File: config.mk
export PLATFORM = sky130hd
export DESIGN_NAME = key_debounce
export DESIGN_NICKNAME = d
export VERILOG_FILES = /design/src/rtl/key_debounce.sv
export SDC_FILE = /design/constraint.sdc
export NUM_CORES = 1
export LEC_CHECK = 0
export CORE_MARGIN = 2
export CORE_UTILIZATION = 55
export CTS_CLUSTER_SIZE = 24
export DETAILED_ROUTE_END_ITERATION = 8
export GPL_TIMING_DRIVEN = 0
export PLACE_DENSITY = 0.72
export RECOVER_POWER = 50
export SLEW_MARGIN = 0
export SYNTH_ARGS = -nofsm -noshare
export SYNTH_HDL_FRONTEND = slang
export SYNTH_SLANG_ARGS = --single-unit
File: constraint.sdc
create_clock -name clk -period 4.1 [get_ports clk]
set_input_delay 0.615 -clock clk [delete_from_list [all_inputs] [get_ports clk]]
set_output_delay 0.615 -clock clk [all_outputs]
set_load 0.02 [all_outputs]
File: src/rtl/key_debounce.sv
// Push-button conditioner: per-key 2-flop synchroniser, debounce FSM and
// registered press / release / auto-repeat step pulses plus a clean level.
module key_debounce #(
    parameter int N_KEYS       = 4,
    parameter int ACTIVE_LOW   = 1,
    parameter int DEB_CYCLES   = 500000,
    parameter int REPEAT_DELAY = 25000000,
    parameter int REPEAT_RATE  = 5000000
) (
    input  logic              clk,
    input  logic              rst,
    input  logic [N_KEYS-1:0] sw_raw,
    output logic [N_KEYS-1:0] sw_level,
    output logic [N_KEYS-1:0] sw_press,
    output logic [N_KEYS-1:0] sw_release,
    output logic [N_KEYS-1:0] sw_step
);

    localparam int MAX_DR  = (DEB_CYCLES > REPEAT_DELAY) ? DEB_CYCLES : REPEAT_DELAY;
    localparam int CNT_MAX = ((MAX_DR > REPEAT_RATE) ? MAX_DR : REPEAT_RATE) - 1;
    localparam int CNT_W   = (CNT_MAX > 1) ? $clog2(CNT_MAX + 1) : 1;

    localparam logic [CNT_W-1:0] DEB_LAST = CNT_W'(DEB_CYCLES - 1);
    localparam logic [CNT_W-1:0] RPT_DLY_LAST = CNT_W'(REPEAT_DELAY - 1);
    localparam logic [CNT_W-1:0] RPT_RATE_LAST = CNT_W'(REPEAT_RATE - 1);

    // Raw level seen when no key is pressed; also the synchroniser reset value.
    localparam logic [N_KEYS-1:0] IDLE_RAW = (ACTIVE_LOW != 0) ? {N_KEYS{1'b1}} : {N_KEYS{1'b0}};

    if (DEB_CYCLES < 2) begin : g_bad_deb
        $error("key_debounce: DEB_CYCLES must be >= 2");
    end
    if (REPEAT_DELAY < 2) begin : g_bad_delay
        $error("key_debounce: REPEAT_DELAY must be >= 2");
    end
    if (REPEAT_RATE < 2) begin : g_bad_rate
        $error("key_debounce: REPEAT_RATE must be >= 2");
    end

    typedef enum logic [2:0] {
        ST_IDLE,
        ST_DEB_DN,
        ST_HELD,
        ST_RPT,
        ST_DEB_UP
    } key_state_t;

    logic [N_KEYS-1:0] sync1_q;
    logic [N_KEYS-1:0] sync2_q;
    logic [N_KEYS-1:0] act;

    always_ff @(posedge clk) begin
        if (rst) begin
            sync1_q <= IDLE_RAW;
            sync2_q <= IDLE_RAW;
        end else begin
            sync1_q <= sw_raw;
            sync2_q <= sync1_q;
        end
    end

    // act is 1 while the key is pressed, whatever the board polarity.
    assign act = sync2_q ^ IDLE_RAW;

    for (genvar k = 0; k < N_KEYS; k++) begin : g_key
        key_state_t       state_q, state_d;
        logic [CNT_W-1:0] cnt_q, cnt_d;
        logic             level_q, level_d;
        logic             press_q, press_d;
        logic             release_q, release_d;
        logic             step_q, step_d;

        always_ff @(posedge clk) begin
            if (rst) begin
                state_q   <= ST_IDLE;
                cnt_q     <= '0;
                level_q   <= 1'b0;
                press_q   <= 1'b0;
                release_q <= 1'b0;
                step_q    <= 1'b0;
            end else begin
                state_q   <= state_d;
                cnt_q     <= cnt_d;
                level_q   <= level_d;
                press_q   <= press_d;
                release_q <= release_d;
                step_q    <= step_d;
            end
        end

        always_comb begin
            state_d   = state_q;
            cnt_d     = cnt_q;
            level_d   = level_q;
            press_d   = 1'b0;
            release_d = 1'b0;
            step_d    = 1'b0;
            case (state_q)
                ST_IDLE: begin
                    level_d = 1'b0;
                    if (act[k]) begin
                        state_d = ST_DEB_DN;
                        cnt_d   = '0;
                    end
                end
                ST_DEB_DN: begin
                    if (!act[k]) begin
                        state_d = ST_IDLE;
                        cnt_d   = '0;
                    end else if (cnt_q == DEB_LAST) begin
                        state_d = ST_HELD;
                        cnt_d   = '0;
                        level_d = 1'b1;
                        press_d = 1'b1;
                        step_d  = 1'b1;
                    end else begin
                        cnt_d = cnt_q + CNT_W'(1);
                    end
                end
                ST_HELD: begin
                    if (!act[k]) begin
                        state_d = ST_DEB_UP;
                        cnt_d   = '0;
                    end else if (cnt_q == RPT_DLY_LAST) begin
                        state_d = ST_RPT;
                        cnt_d   = '0;
                        step_d  = 1'b1;
                    end else begin
                        cnt_d = cnt_q + CNT_W'(1);
                    end
                end
                ST_RPT: begin
                    if (!act[k]) begin
                        state_d = ST_DEB_UP;
                        cnt_d   = '0;
                    end else if (cnt_q == RPT_RATE_LAST) begin
                        cnt_d  = '0;
                        step_d = 1'b1;
                    end else begin
                        cnt_d = cnt_q + CNT_W'(1);
                    end
                end
                ST_DEB_UP: begin
                    // A bounce back to pressed restarts the repeat delay without a new press.
                    if (act[k]) begin
                        state_d = ST_HELD;
                        cnt_d   = '0;
                    end else if (cnt_q == DEB_LAST) begin
                        state_d   = ST_IDLE;
                        cnt_d     = '0;
                        level_d   = 1'b0;
                        release_d = 1'b1;
                    end else begin
                        cnt_d = cnt_q + CNT_W'(1);
                    end
                end
                default: begin
                    state_d = ST_IDLE;
                    cnt_d   = '0;
                    level_d = 1'b0;
                end
            endcase
        end

        assign sw_level[k]   = level_q;
        assign sw_press[k]   = press_q;
        assign sw_release[k] = release_q;
        assign sw_step[k]    = step_q;
    end

endmodule

==> impl_metrics.toml <==
[clock_network]
cts_repair_resize_count = 0
cts-buffers-inserted = 17
clock_latency_ps = 420
numClockSinks = 136
postCtsSetupBuffers = 0
post_cts_hold_buffer_count = 0
clockRootBuffer = "sky130_fd_sc_hd__clkbuf_16"
clk_path_buf_depth = 2
worst_setup_hold_path_clk_slew_ps = 60
htree_levels = 4
clock_tree_from_tritoncts = "yes"

[placed_design]
place.port_buffers = 21
place_inst = 1155
placer_congestion = 0.909
dp_hpwl_um = 12900
placement.setup.worst_slack_ps = 790
total_cell_area_at_the_placement_stage_sq_mm = 0.00796

[global_routing]
first_global_vias = 6464
grt_pass1_wl_um = 32000
overflow = 0
antenna_found_initial = 0
global_route.usage.total = 0.269
grt_start_max_net_pins = 17

[floorplan]
floorplan.initialDensity = 0.566
top_level_ports = 22
die-width_um = 121
fp-row-count = 42
floorplan.core_area_sq_mm = 0.0133
die-area_sq_mm = 0.0146
floorplan.die.height_um = 121

[worst_hold_path]
timing.hold.worst.class = "flop to flop"

[sta]
setup_violations = 0
timing.slew.headroom = 0.426
worst_slew_pin_slew_ps = 854
drv_slew = 0
fmax_mhz = 339
period_needed_ps = 2950
skew_ps = 6.20
setup_total_negative_slack_ps = 0
final.setup.worst_slack_ps = 1150
hold-worst-slack_ps = 406
timing_hold_violations_final = 0
layout_worst_path_cycle_share = 0.720
rsz0062_at_grt = "false"

[finish]
drive_above_1_share = 0.0851
nFillCells = 1209
finalCoreUtilization = 0.642
layout.cell_area.non_filler_sq_mm = 0.00854
finalNetCount = 1008
antenna_cells_inserted = 0
final_cells = 1186
areaGrowthSynthToFinish_pct = 13.4

[setup_path]
cpPeakStageDelay_ps = 620
cp.buffers_inverters = 5
cell_family_with_the_largest_share_of_critical_path_delay = "buffers and inverters"
worst-endpoint-arrival_ps = 3230
critical_path.cell_chain = "dlygate4sd3_1 -> clkbuf_1 -> clkbuf_1 -> clkbuf_1 -> clkbuf_1 -> a21oi_1"
cp_common_cell = "sky130_fd_sc_hd__clkbuf_1"
cp-end-kind = "flop"
critical_path_peak_fanout = 10
crit_required_ps = 4380
critical_path.slowest_cell = "sky130_fd_sc_hd__dlygate4sd3_1"
setup.worst_path.start_class = "input pin"
path_class = "input pin to flop"

[run]
cap_viol_max_count = 0

[synthesis]
netlist-cell-type-count = 68
yosysWarnings = 0
syn-instance-count = 958
synth_ff_type = "sky130_fd_sc_hd__dfxtp_1"
synth_edf_count = 0
yosysSeqAreaShare = 0.362
syn_area_sq_mm = 0.00753
synthesis.nets = 968
syn_avg_cell_area_sq_um = 7.86
async_flop_share = 0
synth-seq-cells = 136

[routing]
vias_per_cell = 6.17
antenna_left = 0
drcViolationCount = 0
drt-initial-drc-count = 572
detail_route.wl_per_cell_um = 15.8
detailed_routing_iterations_pass_1 = 5
num_vias = 7312
routed_wirelength_um = 18700

[outcome]
status = "complete, no violations"

[power]
irDropWorstVdd_mv = 0.312
leakage_nw = 2.85
total_power_mw = 2.97
power_density_mw_per_mm2 = 348
path summary, 6_finish.rpt:
kind / startpoint / endpoint / slack (ps) / cells past startpoint
setup reg to reg: g_key[3].cnt_q[6] / g_key[3].cnt_q[11] / 1180 / 7
hold / removal: sync1_q[0] / sync2_q[0] / 410 / 1
hold reg to reg: sync1_q[0] / sync2_q[0] / 410 / 1
setup / recovery: rst / g_key[2].level_q / 1150 / 6
synthesized netlist by cell type, types with 19 or more instances:
cell type	instances	area (sq um)
sky130_fd_sc_hd__o21ai_0	29	145
sky130_fd_sc_hd__nor3_1	38	190
sky130_fd_sc_hd__a22o_1	19	166
sky130_fd_sc_hd__or3_1	35	219
sky130_fd_sc_hd__nor2_1	56	210
sky130_fd_sc_hd__inv_1	20	75.1
sky130_fd_sc_hd__nand4_1	42	263
sky130_fd_sc_hd__a31oi_1	29	181
sky130_fd_sc_hd__a21oi_1	31	155
sky130_fd_sc_hd__clkbuf_1	41	154
sky130_fd_sc_hd__nand3_1	76	380
sky130_fd_sc_hd__dfxtp_1	136	2720
sky130_fd_sc_hd__nor4_1	26	163
sky130_fd_sc_hd__nand2_1	123	462
sequential cells by signal, indices dropped and copies added, names as in the netlist:
register / flops
g_key.cnt_q: 100
g_key.state_q: 12
g_key.level_q: 4
g_key.press_q: 4
g_key.release_q: 4
g_key.step_q: 4
sync1_q: 4
sync2_q: 4
cell type report:
type	count	area, sq um	area share
plain buffers	73	362	0.0424
flip-flops and latches	136	2720	0.319
clock inverters	13	156	0.0183
repair buffers	21	210	0.0246
clock buffers	18	429	0.0503
well taps	176	220	0.0258
multi-input cells	729	4360	0.511
inverters	20	75.1	0.00879
logic make-up (layout without fill, tap and decap cells):
| kind of cell | after synthesis | count (layout) | share of synthesized area |
|---|---|---|---|
| AOI/OAI and AO/OA | 197 | 197 | 0.185 |
| xor gates and xnor gates | 14 | 14 | 0.0163 |
| adders and majority gates | 4 | 4 | 0.00665 |
| buffers and inverters | 93 | 145 | 0.0590 |
| DFF | 136 | 136 | 0.362 |
| muxes | 5 | 5 | 0.00681 |
| and+or+nand+nor | 509 | 509 | 0.364 |
layer usage:
metal  GRT usage  part of all wire  vias to the layer above
li1            -                 -                     3668
met1       0.379              0.48                     3386
met2       0.417              0.45                      235
met3      0.0526             0.059                       23
met4      0.0785             0.010                        0
met5           0                 0                        -
report_power, final:
group | switching (mW) | internal [mW] | leakage [nW] | total, mW
clock network | 0.595 | 0.947 | 0.274 | 1.54
logic | 0.0679 | 0.0275 | 1.48 | 0.0954
registers | 0.00309 | 1.33 | 1.10 | 1.33
layout by cell type, fill, tap and decap left out, drive strengths merged, types with 29 or more instances in the layout:
cell type / Yosys / final
a31oi: 29 / 29
nor3: 38 / 38
a21oi: 31 / 31
nand3: 76 / 76
o21ai: 33 / 33
nor2: 56 / 56
or3: 35 / 35
dfxtp: 136 / 136
clkbuf: 41 / 63
nand2: 123 / 123
nand4: 42 / 42
Power figures use the tool's default switching activity.
